--- config.mk ---
export PLATFORM = sky130hd
export DESIGN_NAME = mem_port_arbiter
export DESIGN_NICKNAME = d
export VERILOG_FILES = /design/src/rtl/mem_port_arbiter.sv
export SDC_FILE = /design/constraint.sdc
export NUM_CORES = 1
export LEC_CHECK = 0
export CAP_MARGIN = 20
export CORE_UTILIZATION = 44
export DETAILED_ROUTE_END_ITERATION = 12
export PLACE_DENSITY_LB_ADDON = 0.2
export SYNTH_ARGS = -nofsm -noshare
export SYNTH_HDL_FRONTEND = slang
export SYNTH_SLANG_ARGS = --single-unit
--- constraint.sdc ---
create_clock -name clk -period 4.8 [get_ports clk]
set_input_delay 0.96 -clock clk [delete_from_list [all_inputs] [get_ports clk]]
set_output_delay 0.96 -clock clk [all_outputs]
set_load 0.01 [all_outputs]
--- src/rtl/mem_port_arbiter.sv ---
// Arbiter sharing one single-port memory between instruction fetch and the MEM-stage data path.
// Optional IF starvation guard is enabled by defining ARB_STARVE_GUARD_EN.
module mem_port_arbiter #(
  parameter int ADDR_W     = 32,
  parameter int DATA_W     = 32,
  parameter int STARVE_MAX = 4
) (
  input  logic              clk,
  input  logic              rst_n,
  input  logic              if_req,
  input  logic [ADDR_W-1:0] if_addr,
  output logic [DATA_W-1:0] if_rdata,
  output logic              if_ack,
  input  logic              d_read,
  input  logic              d_write,
  input  logic [ADDR_W-1:0] d_addr,
  input  logic [DATA_W-1:0] d_wdata,
  output logic [DATA_W-1:0] d_rdata,
  output logic              d_ack,
  output logic              m_req,
  output logic              m_we,
  output logic [ADDR_W-1:0] m_addr,
  output logic [DATA_W-1:0] m_wdata,
  input  logic [DATA_W-1:0] m_rdata,
  input  logic              m_ready,
  output logic              stall
);

  typedef enum logic [1:0] {IDLE, BUSY_I, BUSY_D, DONE} state_t;

  state_t              state, state_nx;
  logic                m_req_nx, m_we_nx, if_ack_nx, d_ack_nx;
  logic [ADDR_W-1:0]   m_addr_nx;
  logic [DATA_W-1:0]   m_wdata_nx, if_rdata_nx, d_rdata_nx;
  logic                d_any;
  logic                force_if;

  if (STARVE_MAX < 1) begin : g_starve_max_check
    $error("STARVE_MAX must be at least 1");
  end

  assign d_any = d_read | d_write;
  assign stall = (d_any & ~d_ack) | (if_req & ~if_ack);

`ifdef ARB_STARVE_GUARD_EN
  localparam int CNT_W = $clog2(STARVE_MAX + 1);

  logic [CNT_W-1:0] starve_cnt, starve_cnt_nx;

  assign force_if = (starve_cnt == CNT_W'(STARVE_MAX)) && if_req;

  // Counts data grants that bypass a waiting fetch; any IF grant or idle fetch clears it.
  always_comb begin
    starve_cnt_nx = starve_cnt;
    if (state == IDLE) begin
      if (!if_req)
        starve_cnt_nx = '0;
      else if (d_any && !force_if)
        starve_cnt_nx = starve_cnt + CNT_W'(1);
      else
        starve_cnt_nx = '0;
    end
  end

  always_ff @(posedge clk or negedge rst_n) begin
    if (!rst_n)
      starve_cnt <= '0;
    else
      starve_cnt <= starve_cnt_nx;
  end
`else
  assign force_if = 1'b0;
`endif

  always_comb begin
    state_nx    = state;
    m_req_nx    = m_req;
    m_we_nx     = m_we;
    m_addr_nx   = m_addr;
    m_wdata_nx  = m_wdata;
    if_rdata_nx = if_rdata;
    d_rdata_nx  = d_rdata;
    if_ack_nx   = 1'b0;
    d_ack_nx    = 1'b0;
    case (state)
      IDLE: begin
        if (d_any && !force_if) begin
          state_nx   = BUSY_D;
          m_req_nx   = 1'b1;
          m_addr_nx  = d_addr;
          m_we_nx    = d_write;
          m_wdata_nx = d_write ? d_wdata : '0;
        end else if (if_req) begin
          state_nx   = BUSY_I;
          m_req_nx   = 1'b1;
          m_addr_nx  = if_addr;
          m_we_nx    = 1'b0;
          m_wdata_nx = '0;
        end
      end
      BUSY_I: begin
        if (m_ready) begin
          state_nx    = DONE;
          m_req_nx    = 1'b0;
          if_ack_nx   = 1'b1;
          if_rdata_nx = m_rdata;
        end
      end
      BUSY_D: begin
        if (m_ready) begin
          state_nx = DONE;
          m_req_nx = 1'b0;
          d_ack_nx = 1'b1;
          if (!m_we)
            d_rdata_nx = m_rdata;
        end
      end
      DONE: begin
        state_nx = IDLE;
        m_req_nx = 1'b0;
      end
      default: begin
        state_nx = IDLE;
        m_req_nx = 1'b0;
      end
    endcase
  end

  // Reset abandons any transaction in flight, so m_req drops without an ack.
  always_ff @(posedge clk or negedge rst_n) begin
    if (!rst_n) begin
      state    <= IDLE;
      m_req    <= 1'b0;
      m_we     <= 1'b0;
      m_addr   <= '0;
      m_wdata  <= '0;
      if_rdata <= '0;
      d_rdata  <= '0;
      if_ack   <= 1'b0;
      d_ack    <= 1'b0;
    end else begin
      state    <= state_nx;
      m_req    <= m_req_nx;
      m_we     <= m_we_nx;
      m_addr   <= m_addr_nx;
      m_wdata  <= m_wdata_nx;
      if_rdata <= if_rdata_nx;
      d_rdata  <= d_rdata_nx;
      if_ack   <= if_ack_nx;
      d_ack    <= d_ack_nx;
    end
  end

endmodule

==> run metrics, run 1 <==
Hold EP m_wdata[8]$_DFFE_PN0P_; M3 GR Usage approximately 6.6%; Worst Skew slightly below 0.006 ns; leading area contributor after synthesis dfrtp_1; final antenna-violating net count 0; met2 Usage GRT 40.6%; Post-CTS Setup Inserts 0; Top FF cell, synth dfrtp_1; post-synthesis cell type count 22; die area about 13,000 sq um; root buf cell clkbuf_16; Req. time, crit path 3.84 ns; flop2flop setup slack ~2.5 ns; Die X-Extent 113 um; worst hold path depth 2; Worst R2R Path Depth 7; Min-Delay Path Class reg -> reg; largest cells by area after synthesis dfrtp_1 (61%), mux2_2 (13%), nand2_1 (6.9%); Final Util between 70% and 80%; post-cts resize count 0; Hold WS roughly 0.46 ns; grt total ovfl 0; sequential power share about 34%; r2r startpoint state[0]$_DFFE_PN0P_; final setup violation count 0; fin area 8800 sq um; Post-Syn Area 5460 sq um; row cnt 40; placed cell area between 8000 and 9000 sq um; # IOs ~270; initial cell density of the core ~45%; Highest Clock Rate ~280 MHz; worst skew pair latency slightly above 0.4 ns; hold violation count in the final report 0; crit share post-route 73.2%; crit-path max FO 35; post-synthesis instance total roughly 440; vias post-DR 4,235; Remaining DRCs 0; largest net degree at the start of global routing 105; Comb power frac 42.8%; arrival time at the worst endpoint 2.55 ns; share of cells above drive strength 1 14.1%; Setup TNS Final 0 ns; routability cong. around 0.76; Max VDD drop 0.335 mV; Wirelength per Cell between 15 and 20 um; Synth-to-Final Area Change 61.2%; post-synth net total 581; Reg clk slew, reported paths 0.05 ns; Critical R2R Capture m_addr[29]$_DFFE_PN0P_; Post-Route WL 14,300 um; Slew @ Worst Pin approximately 0.93 ns; switch share about 31%; GRT Total Usage 23.1%; CORE AREA between 10,000 and 15,000 sq um; IO buf count approximately 270; EDFF count, synth 0; Iteration-0 DRC Markers roughly 180; First-pass DRT Iterations 4; top cells by count, synth dfrtp_1 (134), nand2_1 (100), mux2_2 (63); RSZ-0062 raised after global routing false; Final min period 3.51 ns; P_sw 1.73 mW; WS Path Type in -> out; first-pass GRT wire length 22,500 um; initial antenna violation count 0; Die Y roughly 110 um; hold wc startpoint m_wdata[8]$_DFFE_PN0P_; Max Slew Vio Count 0; Yosys top cell area share roughly three fifths; Slew Limit Headroom 37.9%; CTS Buf Count 17; CTS max path bufs 2; Hold Buf Count CTS 0; internal power 3.89 mW; H-tree depth 4; most frequent cell after synthesis dfrtp_1; synthesized area per cell 12.3 sq um; proportion of power drawn by the clock network a little under a quarter; status completed; pwr dens 638 nW/um^2; startpoint types input port; Detail Placement HPWL 10,400 um; GR met1 Demand/Resource 25.4%; vias in the first global route 4,454; # fillers 868; Seq/Total Area, Yosys about three fifths; GR peak layer met2; CTS tree done; clk sinks 134; Yosys warning count 0; Final nets ~850; Leak 3.90 nW; FFs w/ async S/R, synth 100%; vias per inst 4.78; #FFs+latches synth about 130; power after layout approximately 5.6 mW; diode count 0; MaxCap Viol Count 0; CP Capture Type primary output
## final cells by class
class / count / area, sq um / area share, %
timing repair buffer: 274 / 2720 / 31.0
tap: 168 / 210 / 2.39
clock inverter: 3 / 65.1 / 0.740
clock buffer: 26 / 519 / 5.90
inverter: 5 / 18.8 / 0.213
sequential: 134 / 3350 / 38.1
multi-input combinational: 276 / 1910 / 21.7
## layout by cell type (no fill, tap or decap)
cell,n
ha_1,4
clkbuf_8,6
nand2_1,100
nand2b_1,1
mux2_1,3
nand3_1,32
o22ai_1,1
bufinv_16,2
o31ai_4,1
nor2_4,1
mux2_2,63
clkinv_2,1
mux2i_1,34
buf_6,1
and2_1,1
a32oi_2,1
inv_1,5
buf_4,8
clkbuf_16,17
clkbuf_1,3
dfrtp_1,134
o21ai_0,32
nor2_1,1
clkdlybuf4s50_1,265
a21oi_1,1
## registers in the layout (all words and copies together), names as in the netlist
name / cells
if_rdata: 32
state: 2
m_addr: 32
d_rdata: 32
d_ack: 1
if_ack: 1
m_wdata: 32
m_we: 1
m_req: 1
## cells by family after synthesis
group           count (synthesis)  share of synthesized area, %
buf+inv                        33                          3.60
simple gates                  136                          10.3
mux                           100                          19.9
flops                         134                          61.5
compound gates                 36                          3.83
fa+ha+maj                       4                         0.917
## metrics by stage
step                      worst slack (ns)  cells
final                                 1.29    886
after global placement                1.27    857
after floorplan                       2.17    443
after global routing                  1.17    886
after detailed placement              1.27    857
after CTS                             1.27    886
## worst max-delay path: stages
cell and delay (ns):
clkdlybuf4s50_1 0.45, buf_4 0.35, nor2_4 0.05, o22ai_1 0.13
clkdlybuf4s50_1 0.60
## power groups by stage
stage               logic [mW]  registers, mW  clock network, mW
floorplan                0.815           2.17                  0
CTS                       2.44           1.94               1.30
detailed placement        2.43           1.95                  0
finish                    2.41           1.93               1.28
global route              2.59           2.00               1.35
global placement          2.37           1.92                  0
## worst max-delay path by stage
| stage | depth (start not counted) | start | slack, ns | endpoint |
|---|---|---|---|---|
| 6_report | 5 | d_write | 1.29 | stall |
| 3_5_place_dp | 5 | d_write | 1.27 | stall |
| 4_1_cts | 5 | d_write | 1.27 | stall |
| 3_3_place_gp | 5 | d_write | 1.27 | stall |
| 5_1_grt | 5 | d_write | 1.17 | stall |
| 2_1_floorplan | 4 | d_write | 2.17 | stall |
## routing by layer
metal	up-vias	wire length, um
li1	2023	-
met1	2021	5530
met2	159	7450
met3	32	911
met4	0	453
met5	-	0
Note: power is estimated with default switching activity, not from simulation.
==> inputs of run 2 (changes only) <==
--- a/config.mk
+++ b/config.mk
@@ -6,7 +6,7 @@
 export NUM_CORES = 1
 export LEC_CHECK = 0
 export CAP_MARGIN = 20
-export CORE_UTILIZATION = 44
+export CORE_UTILIZATION = 41
 export DETAILED_ROUTE_END_ITERATION = 12
 export PLACE_DENSITY_LB_ADDON = 0.2
 export SYNTH_ARGS = -nofsm -noshare
==> constraint.sdc (replaced) <==
create_clock -name clk -period 3.6 [get_ports clk]
set_input_delay 0.72 -clock clk [delete_from_list [all_inputs] [get_ports clk]]
set_output_delay 0.72 -clock clk [all_outputs]
set_load 0.01 [all_outputs]
==> run metrics, run 2 (same netlist as run 1, synthesis figures left out) <==
initial cell density of the core 42.7%; IO buf count 266; Comb power frac 42.7%; Die X-Extent 117 um; CP Cell Sequence clkdlybuf4s50_1 -> inv_1 -> o22ai_1 -> clkdlybuf4s50_1; final antenna-violating net count 0; CORE AREA about 13,000 sq um; Worst R2R Path Depth 6; root buf cell clkbuf_16; clk sinks 134; Slew @ Worst Pin 0.918 ns; Leak 3.92 nW; most used cell, CP clkdlybuf4s50_1; Detail Placement HPWL 10,500 um; sequential power share 33.9%; Reg clk slew, reported paths 0.05 ns; Setup TNS Final 0 ns; first-pass GRT wire length roughly 23,000 um; CP bufs+invs 3; Remaining DRCs 0; CTS Buf Count 17; P_sw around 2.3 mW; peak per-stage delay on the critical path 0.61 ns; vias in the first global route 4,538; diode count 0; Worst Skew 0.00487 ns; Iteration-0 DRC Markers 128; routability cong. between 0.8 and 0.9; Max VDD drop 0.434 mV; RSZ-0062 raised after global routing false; Slew Limit Headroom ~39%; Hold Buf Count CTS 0; power after layout 7.57 mW; row cnt just over 40; vias per inst 4.78; die area 13,800 sq um; grt total ovfl 0; crit share post-route 80.2%; most frequent cells in the layout clkdlybuf4s50_1 (265), dfrtp_1 (134), nand2_1 (100); initial antenna violation count 0; flop2flop setup slack 1.56 ns; post-cts resize count 0; Min-Delay Path Class in -> async; multi-input logic area 1910 sq um; hold violation count in the final report 0; MaxCap Viol Count 0; share of cells above drive strength 1 14.6%; switch share 30.9%; vias post-DR 4,265; proportion of power drawn by the clock network 23.4%; Hold WS 0.405 ns; final setup violation count 0; Final min period 2.89 ns; Worst path depth 4; pwr dens 855 nW/um^2; Post-Route WL 14,500 um; Req. time, crit path approximately 2.9 ns; Post-CTS Setup Inserts 0; internal power 5.23 mW; largest net degree at the start of global routing 102; arrival time at the worst endpoint between 2 and 2.5 ns; # IOs about 270; CTS tree done; Die Y about 120 um; Wirelength per Cell 16.3 um; commonest non-fill, non-tap cell in the layout clkdlybuf4s50_1; CTS max path bufs 2; worst skew pair latency 0.41 ns; CP top delay family buffers and inverters; crit-path max FO 2; status completed; Max Slew Vio Count 0; Synth-to-Final Area Change 62.3%; Highest Clock Rate between 300 and 400 MHz; GRT Total Usage between 20% and 30%; Final nets 846; WS Path Type in -> out; r2r startpoint state[0]$_DFFE_PN0P_; H-tree depth 4; Critical path origin if_req; CP Capture Type primary output; Final Util 69.3%; crit path max-delay cell type clkdlybuf4s50_1; Critical R2R Capture m_wdata[13]$_DFFE_PN0P_; First-pass DRT Iterations 4; startpoint types input port; FF+latch area 3350 sq um; worst setup path endpoint stall; # fillers 949
-- run 2: cell count changes in the layout (fill, tap and decap cells not counted), sizes merged --
| cell | before | now |
|---|---|---|
| inv | 5 | 6 |
| bufinv | 2 | 4 |
| clkinv | 1 | 6 |
| clkbuf | 26 | 18 |
| clkinvlp | 0 | 2 |
-- run 2: power groups by stage --
stage	logic (mW)	clock network, mW	registers, mW
after global placement	3.19	0	2.55
after CTS	3.28	1.81	2.57
after detailed placement	3.26	0	2.59
final	3.23	1.77	2.56
after floorplan	1.09	0	2.90
after global routing	3.46	1.88	2.66
-- run 2: final cells by class --
type	count	area share, %
clock inverter	13	2.05
multi-input combinational	276	21.5
sequential	134	37.9
clock buffer	18	4.85
tap	172	2.43
inverter	5	0.212
timing repair buffer	274	31.1
-- run 2: stage by stage --
stage	setup slack, ns	std cells	instance area [sq um]
global route	0.636	892	8850
finish	0.712	892	8850
CTS	0.695	892	8850
global placement	0.675	861	8240
floorplan	1.45	443	5460
detailed placement	0.697	861	8240
-- run 2: worst min path at each step --
stage,start,to,slack [ns],cells after the start
finish,rst_n,m_wdata[18]$_DFFE_PN0P_,0.40,1
global route,m_wdata[6]$_DFFE_PN0P_,m_wdata[6]$_DFFE_PN0P_,0.48,2
CTS,rst_n,m_wdata[18]$_DFFE_PN0P_,0.45,1
detailed placement,m_wdata[15]$_DFFE_PN0P_,m_wdata[15]$_DFFE_PN0P_,0.45,2
global placement,m_wdata[29]$_DFFE_PN0P_,m_wdata[29]$_DFFE_PN0P_,0.45,2
floorplan,rst_n,d_ack$_DFF_PN0_,0.42,0
-- run 2: layer usage --
metal	wire, um	part of all wire [%]	global-route usage [%]
met5	0	0	0
met4	357	2.5	9.82
met3	885	6.1	6.81
met2	7830	54	40.6
met1	5440	37	22.9
==> inputs of run 3 (changes only) <==
--- a/config.mk
+++ b/config.mk
@@ -6,7 +6,7 @@
 export NUM_CORES = 1
 export LEC_CHECK = 0
 export CAP_MARGIN = 20
-export CORE_UTILIZATION = 41
+export CORE_UTILIZATION = 37
 export DETAILED_ROUTE_END_ITERATION = 12
 export PLACE_DENSITY_LB_ADDON = 0.2
 export SYNTH_ARGS = -nofsm -noshare
==> constraint.sdc (replaced) <==
create_clock -name clk -period 2.5 [get_ports clk]
set_input_delay 0.5 -clock clk [delete_from_list [all_inputs] [get_ports clk]]
set_output_delay 0.5 -clock clk [all_outputs]
set_load 0.01 [all_outputs]
==> run metrics, run 3 (same netlist as run 1, synthesis figures left out) <==
status completed; vias per inst 4.68; most frequent cells in the layout clkdlybuf4s50_1 (265), dfrtp_1 (134), nand2_1 (100); Wirelength per Cell between 15 and 20 um; RSZ-0062 raised after global routing false; power after layout 10.8 mW; Hold Buf Count CTS 0; Slew Limit Headroom 61.4%; initial cell density of the core 37.7%; crit path max-delay cell type clkdlybuf4s50_1; CORE AREA 14,500 sq um; GRT Total Usage 19.1%; Slew @ Worst Pin 0.579 ns; MaxCap Viol Count 0; Remaining DRCs 0; Max Slew Vio Count 0; # IOs 267; first-pass GRT wire length 21,700 um; die area about 15,000 sq um; CTS Buf Count 17; initial antenna violation count 0; Max VDD drop 0.685 mV; CTS tree done; Die Y approximately 120 um; worst skew pair latency around 0.4 ns; flop2flop setup slack 0.85 ns; Critical R2R Capture m_addr[4]$_DFFE_PN0P_; placed cell area 8310 sq um; Min-Delay Path Class in -> async; Final nets 850; Die X-Extent between 100 and 150 um; IO buf count roughly 270; M3 GR Usage 5.90%; r2r startpoint state[0]$_DFFE_PN0P_; final setup violation count 0; Worst R2R Path Depth 7; Worst Skew 0.00357 ns; GR met1 Demand/Resource 20.5%; Setup TNS Final 0 ns; peak per-stage delay on the critical path 0.63 ns; Final min period 2.35 ns; most used cell, CP clkdlybuf4s50_1; arrival time at the worst endpoint 1.85 ns; Reg clk slew, reported paths 0.05 ns; diode count 0; Iteration-0 DRC Markers 178; H-tree depth 4; row cnt 44; Detail Placement HPWL between 10,000 and 15,000 um; hold violation count in the final report 0; met2 Usage GRT 34.0%; commonest non-fill, non-tap cell in the layout clkdlybuf4s50_1; largest net degree at the start of global routing 84; CP Capture Type primary output; Synth-to-Final Area Change 63.2%; crit share post-route 94.1%; CP Cell Sequence clkdlybuf4s50_1 -> inv_1 -> o22ai_1 -> clkdlybuf4s50_1; grt total ovfl 0; post-cts resize count 0; CTS max path bufs 2; vias in the first global route 4,350; Highest Clock Rate 425 MHz; WS Path Type in -> out; startpoint types input port; Leak 3.94 nW; vias post-DR 4,252; share of cells above drive strength 1 14.8%; clk sinks 134; pwr dens between 1000 and 1500 nW/um^2; root buf cell clkbuf_16; Req. time, crit path ~2 ns; routability cong. 0.756; fin area 8900 sq um; Post-CTS Setup Inserts 0; Post-Route WL between 10,000 and 15,000 um; First-pass DRT Iterations 4; final antenna-violating net count 0; crit-path max FO 2; GR peak layer met2
[run 3: changes by cell type in the layout (fill, tap and decap cells not counted)]
cell	previous run	this run
clkbuf_1	1	4
buf_12	2	4
buf_4	6	8
clkbuf_8	0	2
clkinv_4	2	0
bufinv_16	4	3
inv_6	1	0
[run 3: how the worst max path moves through the flow]
stage / start / end / slack (ns) / cells after the start
global placement: if_req / stall / 0.15 / 4
finish: if_req / stall / 0.15 / 4
global route: if_req / stall / 0.09 / 4
floorplan: d_write / stall / 0.79 / 4
CTS: if_req / stall / 0.14 / 4
detailed placement: if_req / stall / 0.15 / 4
[run 3: cell type report]
type                    instances  area (sq um)
clock buffers                  23           468
clock inverters                 9           125
fillers                      1169          5570
inverters                       5          18.8
multi-input cells             276          1910
flip-flops and latches        134          3350
well taps                     184           230
repair buffers                278          2800
[run 3: per-stage QoR]
| stage | instances | hold WS (ns) | util [%] | worst slack (ns) |
|---|---|---|---|---|
| 3_3_place_gp | 877 | 0.450 | 57.4 | 0.145 |
| 5_1_grt | 909 | 0.0350 | 61.5 | 0.0932 |
| 4_1_cts | 909 | 0.0239 | 61.5 | 0.139 |
| 2_1_floorplan | 443 | 0.204 | - | 0.786 |
| 3_5_place_dp | 877 | 0.455 | 57.4 | 0.148 |
| 6_report | 909 | 0.0212 | 61.5 | 0.147 |
[run 3: metal layers]
metal	wire length, um	share of wire [%]
met5	0	0
met4	329	2.3
met3	1030	7.2
met2	7500	52
met1	5460	38
[run 3: critical path: cells and delay by family]
family | cells | cell delay [ns]
buffers and inverters | 3 | 1.18
AO/OA/AOI/OAI | 1 | 0.17
[run 3: report_power, final]
group | leakage, nW | internal (mW) | total [mW] | switching [mW]
Combinational | 2.01 | 2.71 | 4.65 | 1.94
Sequential | 1.65 | 3.20 | 3.71 | 0.518
Clock | 0.287 | 1.61 | 2.47 | 0.861
